--- config.mk ---
export PLATFORM = sky130hd
export DESIGN_NAME = uart_tx_arbiter
export DESIGN_NICKNAME = d
export VERILOG_FILES = /design/src/rtl/uart_tx_arbiter.sv
export SDC_FILE = /design/constraint.sdc
export NUM_CORES = 1
export LEC_CHECK = 0
export BUFFER_PORTS_ARGS = -buffer_cell sky130_fd_sc_hd__clkbuf_2
export CAP_MARGIN = 30
export CORE_MARGIN = 5
export CORE_UTILIZATION = 30
export CTS_BUF_LIST = sky130_fd_sc_hd__clkbuf_8
export CTS_CLUSTER_DIAMETER = 40
export DETAILED_ROUTE_END_ITERATION = 10
export SLEW_MARGIN = 20
export SYNTH_ARGS = -nofsm -noshare
export SYNTH_HDL_FRONTEND = slang
export SYNTH_SLANG_ARGS = --single-unit
--- constraint.sdc ---
create_clock -name clk -period 1.9 [get_ports clk]
set_clock_uncertainty 0.2 [all_clocks]
set_input_delay 0.095 -clock clk [delete_from_list [all_inputs] [get_ports clk]]
set_output_delay 0.095 -clock clk [all_outputs]
set_load 0.05 [all_outputs]
--- src/rtl/uart_tx_arbiter.sv ---
// -----------------------------------------------------------------------------
// uart_tx_arbiter
//
// Shares one uart_tx transmitter between NUM_REQ requesters. In IDLE, while the
// transmitter is ready, a round-robin search starting at ptr picks a winner.
// The arbiter then latches the winner's byte onto tx_data and pulses tx_start.
// It follows the frame through tx_ready: a low tx_ready means the byte was
// accepted, so grant pulses for the winner; tx_ready returning high ends the
// frame. If tx_ready never drops within START_TIMEOUT cycles, err pulses and
// the arbiter re-arbitrates without granting.
//
// Build option:
//   UART_ARB_FIXED_PRIO_EN  defined: fixed priority, lowest index wins
//                           (ptr stays 0); undefined: round-robin.
//
// Ports:
//   clk       system clock, shared with uart_tx
//   rst_n     asynchronous active-low reset
//   req       per-requester byte-pending flags, held until grant
//   req_data  packed bytes, byte i at [i*DATA_WIDTH +: DATA_WIDTH]
//   grant     one-hot 1-cycle pulse: requester's byte accepted by TX
//   tx_start  1-cycle start pulse to uart_tx
//   tx_data   registered byte to uart_tx, stable through the frame
//   tx_ready  ready line from uart_tx
//   busy      high in every state other than IDLE
//   err       1-cycle pulse: transmitter did not accept the start in time
// -----------------------------------------------------------------------------
module uart_tx_arbiter #(
   parameter int unsigned NUM_REQ       = 4,
   parameter int unsigned DATA_WIDTH    = 8,
   parameter int unsigned START_TIMEOUT = 15
) (
   input  logic                          clk,
   input  logic                          rst_n,
   input  logic [NUM_REQ-1:0]            req,
   input  logic [NUM_REQ*DATA_WIDTH-1:0] req_data,
   output logic [NUM_REQ-1:0]            grant,
   output logic                          tx_start,
   output logic [DATA_WIDTH-1:0]         tx_data,
   input  logic                          tx_ready,
   output logic                          busy,
   output logic                          err
);

   localparam int unsigned PtrW = $clog2(NUM_REQ);
   localparam int unsigned CntW = $clog2(START_TIMEOUT + 1);
   localparam logic [PtrW-1:0] PtrMax = PtrW'(NUM_REQ - 1);
   localparam logic [CntW-1:0] CntMax = CntW'(START_TIMEOUT);

   typedef enum logic [1:0] {
      StIdle,
      StStart,
      StWaitAcc,
      StWaitDone
   } state_e;

   state_e                state_q, state_d;
   logic [PtrW-1:0]       ptr_q, ptr_d;
   logic [PtrW-1:0]       sel_q, sel_d;
   logic [CntW-1:0]       cnt_q, cnt_d;
   logic [DATA_WIDTH-1:0] tx_data_q, tx_data_d;

   logic [PtrW-1:0]       cand;
   logic [PtrW-1:0]       winner;
   logic                  found;

   // Round-robin search: first set req bit at ptr, ptr+1, ... wrapping.
   always_comb begin
      winner = '0;
      found  = 1'b0;
      cand   = '0;
      for (int unsigned i = 0; i < NUM_REQ; i++) begin
         cand = PtrW'((32'(ptr_q) + i) % NUM_REQ);
         if (!found && req[cand]) begin
            found  = 1'b1;
            winner = cand;
         end
      end
   end

   always_comb begin
      state_d   = state_q;
      ptr_d     = ptr_q;
      sel_d     = sel_q;
      cnt_d     = cnt_q;
      tx_data_d = tx_data_q;
      tx_start  = 1'b0;
      grant     = '0;
      err       = 1'b0;

      case (state_q)
         StIdle: begin
            if (tx_ready && found) begin
               sel_d     = winner;
               tx_data_d = req_data[winner*DATA_WIDTH +: DATA_WIDTH];
               state_d   = StStart;
            end
         end

         StStart: begin
            tx_start = 1'b1;
            cnt_d    = '0;
            state_d  = StWaitAcc;
         end

         StWaitAcc: begin
            if (!tx_ready) begin
               grant[sel_q] = 1'b1;
               state_d      = StWaitDone;
            end else if (cnt_q >= CntMax) begin
               // Start never taken: drop back and retry; ptr untouched so the
               // same requester normally wins again.
               err     = 1'b1;
               state_d = StIdle;
            end else begin
               cnt_d = cnt_q + 1'b1;
            end
         end

         StWaitDone: begin
            if (tx_ready) begin
`ifdef UART_ARB_FIXED_PRIO_EN
               ptr_d = '0;
`else
               ptr_d = (sel_q == PtrMax) ? '0 : sel_q + 1'b1;
`endif
               state_d = StIdle;
            end
         end

         default: state_d = StIdle;
      endcase
   end

   always_ff @(posedge clk or negedge rst_n) begin
      if (!rst_n) begin
         state_q   <= StIdle;
         ptr_q     <= '0;
         sel_q     <= '0;
         cnt_q     <= '0;
         tx_data_q <= '0;
      end else begin
         state_q   <= state_d;
         ptr_q     <= ptr_d;
         sel_q     <= sel_d;
         cnt_q     <= cnt_d;
         tx_data_q <= tx_data_d;
      end
   end

   assign tx_data = tx_data_q;
   assign busy    = (state_q != StIdle);

endmodule

==> results.sh, run 1 <==
export IMPL_avgRoutedWirePerCell_um=14.4
export IMPL_dp_cells=233
export IMPL_path_buf_inv=0
export IMPL_slew_violations=0
export IMPL_holdWs_ns=0.0190
export IMPL_numCtsBuffers=3
export IMPL_run_status="completed"
export IMPL_synth_edf_count=0
export IMPL_globalRoute_totalOverflow=0
export IMPL_syn_area_um2=1180
export IMPL_crit_required_ns=1.82
export IMPL_dieHeight_um=72.8
export IMPL_ir_worst_vdd_mv=0.623
export IMPL_drt_iter0_markers=48
export IMPL_vias=1286
export IMPL_grt_max_degree=19
export IMPL_gp_congestion=0.771
export IMPL_ys_flop_type="dfrtp_1"
export IMPL_post_cts_setup_buffers=0
export IMPL_rsz0062_at_grt="yes"
export IMPL_final_cell_count_no_fill=256
export IMPL_io_pins=54
export IMPL_cpPeakStageDelay_ns=0.48
export IMPL_netlist_top_cells_area="dfrtp_1 (38%), nand2_1 (7.9%), a2111oi_0 (5.9%)"
export IMPL_drc=0
export IMPL_fmax_ghz=0.540
export IMPL_track_usage=0.148
export IMPL_power_leakage_nw=0.854
export IMPL_place_hpwl_um=2600
export IMPL_slowest_stage="dfrtp_2"
export IMPL_firstDrtPassIters=4
export IMPL_ys_ff_latch=18
export IMPL_finalPower_mw=2.48
export IMPL_synth_area_leader_cell="dfrtp_1"
export IMPL_crit_type="flip-flop to flip-flop"
export IMPL_ys_seq_area_frac=0.381
export IMPL_die_area_um2=5300
export IMPL_drv_cap=0
export IMPL_viasPerCell=5.02
export IMPL_path_cells="mux2_4 > nand2_4 > and2_4 > a2111oi_1 > a311oi_1"
export IMPL_syn2layout_area_growth_pct=56.1
export IMPL_port_buffers=53
export IMPL_path_max_fanout=11
export IMPL_drt_total_wl_um=3680
export IMPL_max_slew_margin=0.682
export IMPL_layout_nets=254
export IMPL_root_buffer="clkbuf_8"
export IMPL_grt_pass1_vias=1352
export IMPL_setup_viol=0
export IMPL_cts_tree="done"
export IMPL_core_um2=3740
export IMPL_start_util=0.316
export IMPL_cts_num_sinks=18
export IMPL_cellPowerDensity_nw_per_um2=1340
export IMPL_synth_distinct_cells=37
export IMPL_h_tree_depth=1
export IMPL_antenna_found_initial=0
export IMPL_ant_nets=0
export IMPL_syn_nets=177
export IMPL_syn_inst=133
export IMPL_period_share=0.974
export IMPL_crit_path_end_kind="flip-flop"
export IMPL_clockBufferDepth=2
export IMPL_avgSynthCellArea_um2=8.90
export IMPL_worstPathArrival_ns=1.77
export IMPL_worst_setup_path_start_kind="flip-flop"
export IMPL_die_w_um=72.8
export IMPL_diodes=0
export IMPL_setup_tns_ns=0
export IMPL_layout_drive_gt1_share=0.399
export IMPL_path_clk_slew_ns=0.07
export IMPL_ys_warn_count=0
export IMPL_hold_viol=0
export IMPL_fin_crit_ns=1.85
export IMPL_grt_pass1_wl_um=6250
export IMPL_clock_latency_ns=0.25
export IMPL_path_delay_family="compound AO/OA/AOI/OAI gates"
export IMPL_synthArstFlopShare=1.00
export IMPL_worst_pin_slew_ns=0.476
export IMPL_hp_class="primary input to flip-flop"
export IMPL_yosys_area_top_type_share=0.381
export IMPL_num_rows=22
## cell families after synthesis
| group | after synthesis | synth area share |
|---|---|---|
| DFF | 18 | 0.381 |
| xor gates and xnor gates | 1 | 0.00740 |
| adders and majority gates | 5 | 0.0529 |
| buffers and inverters | 12 | 0.0592 |
| muxes | 4 | 0.0391 |
| AOI/OAI and AO/OA | 39 | 0.256 |
| and+or+nand+nor | 54 | 0.205 |
## stage by stage
stage | setup slack [ns] | instance area [µm²] | utilization
detailed placement | -0.0825 | 1500 | 0.400
floorplan | 0.0610 | 1180 | -
global placement | 0.0138 | 1500 | 0.400
CTS | 0.0233 | 1770 | 0.472
finish | 0.0486 | 1850 | 0.494
global route | -0.0402 | 1850 | 0.494
## worst paths after layout
| check | endpoint | cells past startpoint | slack, ns | startpoint |
|---|---|---|---|---|
| worst max register to register | tx_data[3]$_DFFE_PN0P_ | 5 | 0.05 | ptr_q[1]$_DFFE_PN0P_ |
| worst min-delay path | tx_data[1]$_DFFE_PN0P_ | 3 | 0.02 | req_data[25] |
| min in group asynchronous | cnt_q[3]$_DFFE_PN0P_ | 2 | 0.13 | rst_n |
| worst min register to register | cnt_q[2]$_DFFE_PN0P_ | 1 | 0.31 | cnt_q[2]$_DFFE_PN0P_ |
| max in group asynchronous | ptr_q[1]$_DFFE_PN0P_ | 2 | 1.02 | rst_n |
| worst max-delay path | tx_data[3]$_DFFE_PN0P_ | 5 | 0.05 | ptr_q[1]$_DFFE_PN0P_ |
## cell type report
| type | instances | area, µm² |
|---|---|---|
| well taps | 48 | 60.1 |
| clock buffers | 3 | 41.3 |
| flip-flops and latches | 18 | 452 |
| multi-input cells | 105 | 790 |
| repair buffers | 76 | 483 |
| fillers | 371 | 1900 |
| inverters | 6 | 22.5 |
## cells in the final DEF (no fill, tap or decap), drive strengths merged
cell type and instances:
a21boi 9, nand2 26, clkbuf 56, xor2 1
o311ai 1, o21ai 5, dlygate4sd3 18, mux2 2
nand3 2, nor2 15, nand3b 1, o21a 1
buf 5, ha 5, a2bb2oi 2, a2111oi 8
nor3 1, and2 7, mux2i 2, nor2b 1
inv 6, o22ai 1, o311a 1, dfrtp 18
a311oi 8, a21oi 3, o31ai 1, or2 1
nand4 1
## registers in the layout, summed over array words and instances (netlist names)
name     count
sel_q        2
cnt_q        4
tx_data      8
ptr_q        2
state_q      2
## power by group
group	internal [mW]	switching [mW]
sequential	0.562	0.176
clock	0.141	0.127
combinational	0.494	0.975
## cells in the mapped netlist, drive strengths merged, types with 2 or more instances
| library cell | count |
|---|---|
| o21ai | 5 |
| a311oi | 8 |
| clkbuf | 2 |
| mux2 | 2 |
| buf | 4 |
| dfrtp | 18 |
| a2111oi | 8 |
| nand2 | 26 |
| mux2i | 2 |
| inv | 6 |
| and2 | 6 |
| nor2 | 15 |
| ha | 5 |
| a21boi | 9 |
| nand3 | 2 |
| a21oi | 3 |
## per-layer routing
metal | wire, µm | track usage
met1 | 1570 | 0.181
met2 | 1840 | 0.261
met3 | 221 | 0.0289
met4 | 48 | 0.0451
met5 | 0 | 0
## timing repair
item                                   in CTS  in global routing
hold buffers                               18                  0
endpoints found under the hold margin      27                  0
pin swaps                                   1                  4
cloned                                      1                  1
setup endpoints to repair                   8                 13
gates resized for setup                     7                 20
## tightest hold or removal path, stage by stage
cell and delay (ns):
clkbuf_2 0.09, a2111oi_2 0.06, a311oi_2 0.18
Power figures use the tool's default switching activity.
==> inputs of run 2 (changes only) <==
--- a/config.mk
+++ b/config.mk
@@ -9,7 +9,6 @@
 export CAP_MARGIN = 30
 export CORE_MARGIN = 5
 export CORE_UTILIZATION = 30
-export CTS_BUF_LIST = sky130_fd_sc_hd__clkbuf_8
 export CTS_CLUSTER_DIAMETER = 40
 export DETAILED_ROUTE_END_ITERATION = 10
 export SLEW_MARGIN = 20
==> constraint.sdc (replaced) <==
create_clock -name clk -period 2 [get_ports clk]
set_clock_uncertainty 0.2 [all_clocks]
set_input_delay 0.1 -clock clk [delete_from_list [all_inputs] [get_ports clk]]
set_output_delay 0.1 -clock clk [all_outputs]
set_load 0.05 [all_outputs]
==> results.sh, run 2 (same netlist as run 1, synthesis figures left out) <==
export IMPL_run_status="completed"
export IMPL_power_frac_seq=0.287
export IMPL_path_cells="mux2_4 > nand2_4 > and2_4 > a2111oi_1 > a311oi_1"
export IMPL_root_buffer="clkbuf_8"
export IMPL_globalRoute_totalOverflow=0
export IMPL_regToRegEndpoint="tx_data[2]$_DFFE_PN0P_"
export IMPL_gp_congestion=0.761
export IMPL_r2r_start="ptr_q[1]$_DFFE_PN0P_"
export IMPL_dieHeight_um=72.8
export IMPL_rr_worst_depth=5
export IMPL_drt_total_wl_um=3670
export IMPL_swShare=0.505
export IMPL_h_tree_depth=1
export IMPL_crit_type="flip-flop to flip-flop"
export IMPL_critPathLaunch="ptr_q[1]$_DFFE_PN0P_"
export IMPL_cellPowerDensity_nw_per_um2=1290
export IMPL_worst_pin_slew_ns=0.479
export IMPL_antenna_found_initial=0
export IMPL_syn2layout_area_growth_pct=55.0
export IMPL_io_pins=54
export IMPL_avgRoutedWirePerCell_um=14.2
export IMPL_layout_drive_gt1_share=0.379
export IMPL_layout_nets=256
export IMPL_crit_required_ns=1.93
export IMPL_multi_input_area_um2=748
export IMPL_largest_register_ffs=8
export IMPL_fill_cells=360
export IMPL_grt_max_degree=19
export IMPL_numCtsBuffers=3
export IMPL_diodes=0
export IMPL_timing_critical_path_to="tx_data[2]$_DFFE_PN0P_"
export IMPL_combPwrFrac=0.584
export IMPL_fin_ws_ns=0.141
export IMPL_hold_viol=0
export IMPL_cts_num_sinks=18
export IMPL_worstSetupPathDepth=5
export IMPL_vias=1324
export IMPL_setup_tns_ns=0
export IMPL_ant_nets=0
export IMPL_track_usage=0.139
export IMPL_start_util=0.316
export IMPL_holdWs_ns=0.0267
export IMPL_path_buf_inv=0
export IMPL_finalPower_mw=2.36
export IMPL_max_slew_margin=0.681
export IMPL_die_area_um2=5300
export IMPL_num_rows=22
export IMPL_crit_path_end_kind="flip-flop"
export IMPL_path_max_fanout=11
export IMPL_clockBufferDepth=2
export IMPL_final_cell_count_no_fill=259
export IMPL_worst_setup_path_start_kind="flip-flop"
export IMPL_hp_class="primary input to flip-flop"
export IMPL_firstDrtPassIters=4
export IMPL_dp_slack_ns=0.0396
export IMPL_clock_latency_ns=0.25
export IMPL_slowest_stage="dfrtp_1"
export IMPL_seq_area_um2=450
export IMPL_cts_tree="done"
export IMPL_reg2reg_slack_ns=0.14
export IMPL_power_leakage_nw=0.863
export IMPL_design_area_um2=1830
export IMPL_path_delay_family="compound AO/OA/AOI/OAI gates"
export IMPL_worstPathArrival_ns=1.79
export IMPL_internal_power_mw=1.17
export IMPL_grt_pass1_wl_um=5870
export IMPL_grt_pass1_vias=1310
export IMPL_dp_cells=235
export IMPL_utilization=0.490
export IMPL_place_hpwl_um=2630
export IMPL_setup_viol=0
export IMPL_post_cts_setup_buffers=0
export IMPL_die_w_um=72.8
export IMPL_drt_iter0_markers=48
export IMPL_period_share=0.929
export IMPL_final_cell_mix="clkbuf_2 (53), nand2_1 (25), dfrtp_1 (18), dlygate4sd3_1 (18), nor2_1 (14)"
export IMPL_fin_crit_ns=1.86
export IMPL_viasPerCell=5.11
export IMPL_drc=0
export IMPL_core_um2=3740
export IMPL_slew_violations=0
export IMPL_net_switching_power_mw=1.19
export IMPL_cpPeakStageDelay_ns=0.48
export IMPL_path_clk_slew_ns=0.07
export IMPL_ir_worst_vdd_mv=0.778
export IMPL_final_common_cell="clkbuf_2"
export IMPL_dpl_cell_area_um2=1510
export IMPL_fmax_ghz=0.538
export IMPL_drv_cap=0
export IMPL_port_buffers=53
export IMPL_power_frac_clock=0.128
-- run 2: cell count changes in the layout (fill, tap and decap cells not counted), moves of 2 or more --
cell / previous run / this run
buf_4: 5 / 7
a311oi_2: 2 / 0
a311oi_1: 6 / 8
a2111oi_1: 2 / 4
a2111oi_2: 6 / 4
-- run 2: timing repair --
item	in CTS	in global routing
setup endpoints to repair	0	12
hold buffers	18	0
hold endpoints to repair	28	0
gates resized for setup	0	19
-- run 2: cell type report --
| class | instances | share of cell area |
|---|---|---|
| Multi-Input combinational cell | 105 | 0.408 |
| Clock buffer | 4 | 0.0300 |
| Timing Repair Buffer | 78 | 0.271 |
| Tap cell | 48 | 0.0327 |
| Inverter | 6 | 0.0123 |
| Sequential cell | 18 | 0.246 |
-- run 2: power by group through the flow --
stage / Combinational, mW / Clock, mW / Sequential (mW)
6_report: 1.38 / 0.303 / 0.679
3_3_place_gp: 1.26 / 0 / 0.674
3_5_place_dp: 1.27 / 0 / 0.675
2_1_floorplan: 0.680 / 0 / 0.937
5_1_grt: 1.51 / 0.326 / 0.706
4_1_cts: 1.30 / 0.311 / 0.671
-- run 2: layer usage --
| metal | GRT usage | vias up | part of all wire |
|---|---|---|---|
| met5 | 0 | - | 0 |
| met4 | 0.0512 | 0 | 0.013 |
| met3 | 0.0358 | 6 | 0.064 |
| met2 | 0.220 | 58 | 0.48 |
| met1 | 0.182 | 620 | 0.44 |
| li1 | - | 640 | - |
-- run 2: worst min path at each step --
stage / end / start / slack, ns / cells past startpoint
finish: tx_data[6]$_DFFE_PN0P_ / req_data[30] / 0.03 / 3
global route: tx_data[3]$_DFFE_PN0P_ / req_data[27] / 0.04 / 3
CTS: tx_data[6]$_DFFE_PN0P_ / req_data[30] / 0.05 / 3
detailed placement: cnt_q[2]$_DFFE_PN0P_ / rst_n / -0.11 / 1
global placement: cnt_q[2]$_DFFE_PN0P_ / rst_n / -0.12 / 1
floorplan: cnt_q[0]$_DFFE_PN0P_ / rst_n / -0.40 / 0
-- run 2: worst register-to-register path, cell delays in order, from the launching register on --
cell and delay [ns]:
dfrtp_1 0.48, mux2_4 0.25, nand2_4 0.09, and2_4 0.21, a2111oi_1 0.43, a311oi_1 0.08
